`src/rtl/fifo_pkg.sv`:
```
// Shared defaults, pointer sizing and status type for the read-address FIFO.
package fifo_pkg;

  localparam int FIFO_DEF_WIDTH = 16;
  localparam int FIFO_DEF_DEPTH = 8;

  function automatic int ptr_w(input int depth);
    return $clog2(depth);
  endfunction

  typedef struct packed {
    logic full;
    logic empty;
  } fifo_status_t;

endpackage

```
`src/rtl/fifo_queue_if.sv`:
```
// Push/pop handshake bundle between a request port and its address FIFO.
interface fifo_queue_if #(
  parameter int WIDTH = fifo_pkg::FIFO_DEF_WIDTH
);
  logic             push;
  logic [WIDTH-1:0] din;
  logic             full;
  logic             pop;
  logic [WIDTH-1:0] dout;
  logic             empty;
  logic             flush;

  modport master (
    output push, din, pop, flush,
    input  full, dout, empty
  );

  modport slave (
    input  push, din, pop, flush,
    output full, dout, empty
  );
endinterface

```
`src/rtl/fifo_ram.sv`:
```
// DEPTH x WIDTH register array: one synchronous write port, one asynchronous read port.
module fifo_ram
  import fifo_pkg::*;
#(
  parameter int WIDTH = FIFO_DEF_WIDTH,
  parameter int DEPTH = FIFO_DEF_DEPTH,
  localparam int AW   = ptr_w(DEPTH)
) (
  input  logic             clk,
  input  logic             we,
  input  logic [AW-1:0]    waddr,
  input  logic [WIDTH-1:0] wdata,
  input  logic [AW-1:0]    raddr,
  output logic [WIDTH-1:0] rdata
);

  logic [WIDTH-1:0] mem_q [DEPTH];

  always_ff @(posedge clk) begin
    if (we) mem_q[waddr] <= wdata;
  end

  assign rdata = mem_q[raddr];

endmodule

```
`src/rtl/fifo_queue.sv`:
```
// Single-clock FIFO for pending read addresses with registered head output and flush.
// Define FIFO_ASSERT_EN to stop simulation on overflow/underflow attempts.
module fifo_queue
  import fifo_pkg::*;
#(
  parameter int WIDTH = FIFO_DEF_WIDTH,
  parameter int DEPTH = FIFO_DEF_DEPTH
) (
  input logic          clk,
  input logic          rst_n,
  fifo_queue_if.slave  bus
);

  localparam int PW = ptr_w(DEPTH);
  localparam int CW = PW + 1;

  logic [PW-1:0]    head_q, head_d;
  logic [PW-1:0]    tail_q, tail_d;
  logic [CW-1:0]    count_q, count_d;
  logic [WIDTH-1:0] dout_q, dout_d;
  logic [WIDTH-1:0] rdata;
  logic             push_acc, pop_acc;
  fifo_status_t     status;

  assign status.full  = (count_q == CW'(DEPTH));
  assign status.empty = (count_q == '0);

  // Flush wins over both operations, so neither is accepted in a flush cycle.
  assign push_acc = bus.push && !status.full  && !bus.flush;
  assign pop_acc  = bus.pop  && !status.empty && !bus.flush;

  fifo_ram #(
    .WIDTH (WIDTH),
    .DEPTH (DEPTH)
  ) u_ram (
    .clk   (clk),
    .we    (push_acc),
    .waddr (tail_q),
    .wdata (bus.din),
    .raddr (head_q),
    .rdata (rdata)
  );

  always_comb begin
    head_d  = head_q;
    tail_d  = tail_q;
    count_d = count_q;
    dout_d  = dout_q;
    if (bus.flush) begin
      head_d  = '0;
      tail_d  = '0;
      count_d = '0;
    end else begin
      if (push_acc) tail_d = tail_q + PW'(1);
      if (pop_acc) begin
        head_d = head_q + PW'(1);
        dout_d = rdata;
      end
      case ({push_acc, pop_acc})
        2'b10:   count_d = count_q + CW'(1);
        2'b01:   count_d = count_q - CW'(1);
        default: count_d = count_q;
      endcase
    end
  end

  always_ff @(posedge clk or negedge rst_n) begin
    if (!rst_n) begin
      head_q  <= '0;
      tail_q  <= '0;
      count_q <= '0;
      dout_q  <= '0;
    end else begin
      head_q  <= head_d;
      tail_q  <= tail_d;
      count_q <= count_d;
      dout_q  <= dout_d;
    end
  end

  assign bus.full  = status.full;
  assign bus.empty = status.empty;
  assign bus.dout  = dout_q;

`ifdef FIFO_ASSERT_EN
  always @(posedge clk) begin
    if (rst_n && !bus.flush) begin
      if (bus.push && status.full) begin
        $display("fifo overflow");
        $finish;
      end
      if (bus.pop && status.empty) begin
        $display("fifo underflow");
        $finish;
      end
    end
  end
`endif

endmodule

```
`src/flat_wrapper.sv`:
```
// flat-port wrapper written by rule: the top's interface ports become plain ports
module fifo_queue_flat import fifo_pkg::*;
#(
  parameter int WIDTH = FIFO_DEF_WIDTH,
  parameter int DEPTH = FIFO_DEF_DEPTH
)
  (clk, rst_n, bus_push, bus_din, bus_pop, bus_flush, bus_full, bus_dout, bus_empty);
  fifo_queue_if #(.WIDTH(WIDTH)) bus_i ();
  input logic clk;
  input logic rst_n;
  input wire logic [$bits(bus_i.push)-1:0] bus_push;
  input wire logic [$bits(bus_i.din)-1:0] bus_din;
  input wire logic [$bits(bus_i.pop)-1:0] bus_pop;
  input wire logic [$bits(bus_i.flush)-1:0] bus_flush;
  output wire logic [$bits(bus_i.full)-1:0] bus_full;
  output wire logic [$bits(bus_i.dout)-1:0] bus_dout;
  output wire logic [$bits(bus_i.empty)-1:0] bus_empty;
  assign bus_i.push = bus_push;
  assign bus_i.din = bus_din;
  assign bus_i.pop = bus_pop;
  assign bus_i.flush = bus_flush;
  assign bus_full = bus_i.full;
  assign bus_dout = bus_i.dout;
  assign bus_empty = bus_i.empty;
  fifo_queue #(.WIDTH(WIDTH), .DEPTH(DEPTH)) u_core (.clk(clk), .rst_n(rst_n), .bus(bus_i));
endmodule
```
`config.mk`:
```
export PLATFORM = sky130hd
export DESIGN_NAME = fifo_queue_flat
export DESIGN_NICKNAME = d
export VERILOG_FILES = /design/src/rtl/fifo_pkg.sv /design/src/rtl/fifo_queue_if.sv /design/src/rtl/fifo_ram.sv /design/src/rtl/fifo_queue.sv /design/src/flat_wrapper.sv
export SDC_FILE = /design/constraint.sdc
export NUM_CORES = 1
export LEC_CHECK = 0
export ABC_CLOCK_PERIOD_IN_PS = 3400
export CAP_MARGIN = 20
export CORE_MARGIN = 2
export CORE_UTILIZATION = 35
export CTS_BUF_LIST = sky130_fd_sc_hd__clkbuf_8
export DETAILED_ROUTE_END_ITERATION = 8
export SYNTH_ARGS = -nofsm -noshare
export SYNTH_HDL_FRONTEND = slang
export SYNTH_SLANG_ARGS = --single-unit
```
`constraint.sdc`:
```
create_clock -name clk -period 3.4 [get_ports clk]
set_input_delay 0.51 -clock clk [delete_from_list [all_inputs] [get_ports clk]]
set_output_delay 0.51 -clock clk [all_outputs]
set_load 0.005 [all_outputs]
```
* After elaboration in Yosys (flattened, before gate mapping) *
Memory sizes are Yosys's and may differ from the RTL's. A register that Yosys moved wholly into a read port is not among the register bits.
Cells that the tools add are included.

word-level totals
  output and inout port bits = 18
  word-level logic and storage cells = 33
  flip-flop bits (word level) = 10
  RAM bits = 128
  memories kept = 1

operators by class
  muxes and demuxes = 8
  add/subtract/negate cells = 4
  bitwise operators = 1
  reduce and logical (&&, ||, !) cells = 13
  equality and inequality tests = 3

memories
  name                depth  width  read ports  clocked after Yosys merged registers in  wr ports  RTL line        source
  u_core.u_ram.mem_q  8      16     1           1                                        1         fifo_ram.sv:17  logic [WIDTH-1:0] mem_q [DEPTH];

operator list
  cell                   number
  $mux W3                4
  $pmux W4 S2            1
  $add A3 B1 Y3 const B  2
  $add A4 B1 Y4 const B  1
  $eq A4 B4 Y1 const B   1
  $logic_and A1 B1 Y1    4
  $logic_not A1 Y1       4
  $logic_not A4 Y1       1
  $mux W4                1
  $reduce_bool A2 Y1     2
  $sub A4 B1 Y4 const B  1
  $reduce_bool A3 Y1     1
  $eq A2 B1 Y1 const B   1
  $eq A2 B2 Y1 const B   1
  $mux W1                2
  $reduce_and A2 Y1      1
  $not A1 Y1             1

* Depth between registers and ports, before layout *
  depth after elaboration = 7
  mapped depth = 10
  gate-level depth less buffers = 9

* By module *
A second synthesis with hierarchy kept.

second synthesis, totals
  cell total of the unflattened synthesis = 302
  area total of the unflattened synthesis = 6269.8 um^2

by module, submodules not included
  module      instances  seq. area each (um^2)  cells an instance  area each (um^2)
  fifo_ram    1          3843.7                 198                4973.5
  fifo_queue  1          650.6                  104                1296.2

* Worst setup path after synthesis *
OpenSTA, ideal clock, no wires.

  path kind = in2reg
  start = input bus_push
  end = memory u_core.u_ram.mem_q[0][0] (netlist name), enable pin
  buffers on the path = 1
  setup slack = 564 ps
  data arrival time = 2427 ps
  stages on the path = 4
  path through = clkbuf_1 nand2_1 or3_1 nor3_1

on the way
  cells in the longest elaborated chain, start to end = 4

ends and longest elaborated chain
  what                               RTL line            source
  start, declared                    flat_wrapper.sv:11  input wire logic [$bits(bus_i.push)-1:0] bus_push;
  $logic_and A1 B1 Y1 (2 in series)  fifo_queue.sv:29    assign push_acc = bus.push && !status.full && !bus.flush;
  $mux W1                            fifo_ram.sv:20      if (we) mem_q[waddr] <= wdata;
  $mux W1 (implied by the code)      fifo_ram.sv:20
  end, declared                      fifo_ram.sv:17

No other way between the ends.

* Worst setup path in the final report *
  start = register u_core.count_q[3]
  end = output bus_full

on the way
  cells in the longest elaborated chain, start to end = 1

ends and longest elaborated chain
  what                    RTL line            source
  start, declared         fifo_queue.sv:19    logic [CW-1:0] count_q, count_d;
  start signal, assigned  fifo_queue.sv:76    count_q <= count_d;
  $eq A4 B4 Y1            fifo_queue.sv:25    assign status.full = (count_q == CW'(DEPTH));
  end, declared           flat_wrapper.sv:15  output wire logic [$bits(bus_i.full)-1:0] bus_full;

No other way between the ends.

==> results.json <==
{
  "first_global_vias": 3288,
  "ys_ff_latch": 154,
  "final_area_sq_um": 7310,
  "clk_pin_slew_ns": 0.08,
  "critical_path_class": "reg2out",
  "cp_slowest_stage_delay_ns": 0.59,
  "final_cell_mix": "edfxtp_1, mux2i_1, clkdlybuf4s50_1, dfrtp_1",
  "p_comb_share_pct": 25.5,
  "postSynthAreaPerCell_sq_um": 17.5,
  "crit_path_cell_trace": "or4b_1 > inv_1 > clkdlybuf4s50_1",
  "clkSinkCount": 154,
  "finClkSkew_ns": 0.00676,
  "vias": 3206,
  "die_area_sq_um": 18800,
  "syn2layout_area_growth_pct": 17.7,
  "p_leak_nw": 2.49,
  "diodes": 0,
  "fin_cells": 647,
  "drt-initial-drc-count": 261,
  "cts-root-buf": "clkbuf_8",
  "maxCapViolCount": 0,
  "layout_setup_ws_ns": 0.746,
  "cts_setup_buffers": 0,
  "synth.distinct_cells": 39,
  "drc": 0,
  "synth_area_sq_um": 6210,
  "gp_congestion": 0.721,
  "ctsHoldBuffers": 0,
  "synth.yosys.seq_area_share_pct": 72.3,
  "vias_per_cell": 4.96,
  "grt.total_usage_pct": 13.6,
  "hold_viol": 0,
  "ios": 39,
  "slew_viol_final": 0,
  "path_max_fanout": 8,
  "critPathBufInv": 2,
  "clock_latency_ns": 0.44,
  "grt_max_degree": 31,
  "whs_ns": 0.457,
  "clockBufferDepth": 2,
  "max_freq_ghz": 0.377,
  "async_reset_ff_share_pct": 16.9,
  "drt_pre_antenna_iters": 4,
  "finalSetupTns_ns": 0,
  "required_ns": 2.89,
  "syn_nets": 380,
  "cts_resized": 0,
  "finalNetCount": 435,
  "peakVddDrop_mv": 0.350,
  "layout-drive-gt1-share_pct": 16.6,
  "synth_ff_type": "edfxtp_1",
  "die_w_um": 137,
  "power_mw": 5.01,
  "cts_max_level": 4,
  "final_common_cell": "edfxtp_1",
  "cp-end-kind": "primary output",
  "synth_edf_count": 128,
  "period_needed_ns": 2.65,
  "period_share_pct": 78.1,
  "seqPwrFrac_pct": 47.6,
  "cts_tree": "done",
  "postSynthCellCount": 354,
  "p_sw_share_pct": 26.9,
  "arrival_ns": 2.14,
  "grt_pass1_wl_mm": 18.3,
  "io_buffers": 38,
  "internal_power_mw": 3.66,
  "dp.cells": 615,
  "wl_mm": 11.8,
  "power.density_nw_per_um2": 685,
  "utilization_pct": 42.3,
  "cts_buffers": 17,
  "wl_per_cell_um": 18.3,
  "min_path_type": "in2async",
  "cpLargestDelayFamily": "simple AND/OR/NAND/NOR gates",
  "startpoint_type": "flip-flop",
  "slew_headroom_pct": 44.7,
  "rows": 48,
  "status": "finished clean",
  "die_y_um": 137,
  "slowest_stage": "or4b_1",
  "p_clk_share_pct": 26.9,
  "worstMarginPinSlew_ns": 0.829,
  "preCtsSetupSlack_ns": 0.691,
  "start_util_pct": 35.9,
  "p_switching_mw": 1.35,
  "drtAntennaViolNets": 0,
  "grt_overflow": 0,
  "setup_viol": 0,
  "antenna_found_initial": 0,
  "core_area_sq_um": 17300,
  "placed_area_sq_um": 6920,
  "yosys_warnings": 0,
  "rsz0062_at_grt": "no"
}
-- layer usage --
layer | global-route usage (%) | vias to the layer above | part of all wire (%)
met1 | 17.6 | 1640 | 47
met2 | 21.8 | 54 | 48
met5 | 0 | - | 0
met3 | 2.98 | 11 | 3.0
li1 | - | 1501 | -
met4 | 6.36 | 0 | 1.5
-- flip-flops by register name (all words and copies together), names as in the netlist --
signal              flops
u_core.u_ram.mem_q    128
u_core.bus.dout        16
u_core.count_q          4
u_core.head_q           3
u_core.tail_q           3
-- worst paths after layout --
check | slack [ns] | startpoint | depth (start not counted) | end
setup / recovery | 0.75 | u_core.count_q[3] | 3 | bus_full
hold / removal | 0.46 | rst_n | 2 | u_core.bus.dout[1]
setup reg to reg | 0.81 | u_core.count_q[3] | 8 | u_core.count_q[3]
hold reg to reg | 0.51 | u_core.bus.dout[15] | 1 | u_core.bus.dout[15]
max in group asynchronous | 2.63 | rst_n | 2 | u_core.head_q[0]
min in group clk | 0.51 | u_core.bus.dout[15] | 1 | u_core.bus.dout[15]
-- power groups by stage --
| stage | Combinational, mW | Sequential [mW] | Clock, mW |
|---|---|---|---|
| after detailed placement | 1.30 | 2.43 | 0 |
| after global routing | 1.40 | 2.41 | 1.48 |
| final | 1.28 | 2.39 | 1.35 |
| after floorplan | 0.887 | 2.36 | 0 |
| after CTS | 1.30 | 2.39 | 1.39 |
| after global placement | 1.27 | 2.42 | 0 |
-- cell families (layout without fill, tap and decap cells) --
kind of cell,after synthesis,after routing,synth area share [%]
AOI/OAI and AO/OA,43,43,5.98
DFF,154,154,72.3
buffers and inverters,21,89,1.87
xor gates and xnor gates,6,6,0.846
muxes,84,84,14.4
and+or+nand+nor,41,41,3.42
adders and majority gates,5,5,1.13
-- cell type report --
cell class,count,area [sq um]
clock inverter,15,158
clock buffer,17,234
sequential,154,4500
inverter,2,7.51
tap,225,282
fill,1512,9990
multi-input combinational,179,1610
timing repair buffer,55,520
-- Yosys cell counts, drive strengths merged, types with 2 or more instances --
library cell / n / area share [%]
nor3: 4 / 0.32
nand2: 4 / 0.24
nor2: 18 / 1.2
o21ai: 2 / 0.34
o211ai: 2 / 0.24
nor2b: 2 / 0.20
a22o: 16 / 2.3
xor2: 4 / 0.56
xnor2: 2 / 0.28
dfrtp: 26 / 10
nand2b: 2 / 0.20
buf: 13 / 1.4
clkbuf: 6 / 0.36
mux2i: 68 / 11
ha: 4 / 0.81
and2: 2 / 0.20
nand3: 4 / 0.32
edfxtp: 128 / 62
a211oi: 2 / 0.32
or3: 2 / 0.28
mux2: 16 / 3.4
inv: 2 / 0.12
a21oi: 2 / 0.16
a221oi: 16 / 2.3
(Power assumes the default switching activity.)
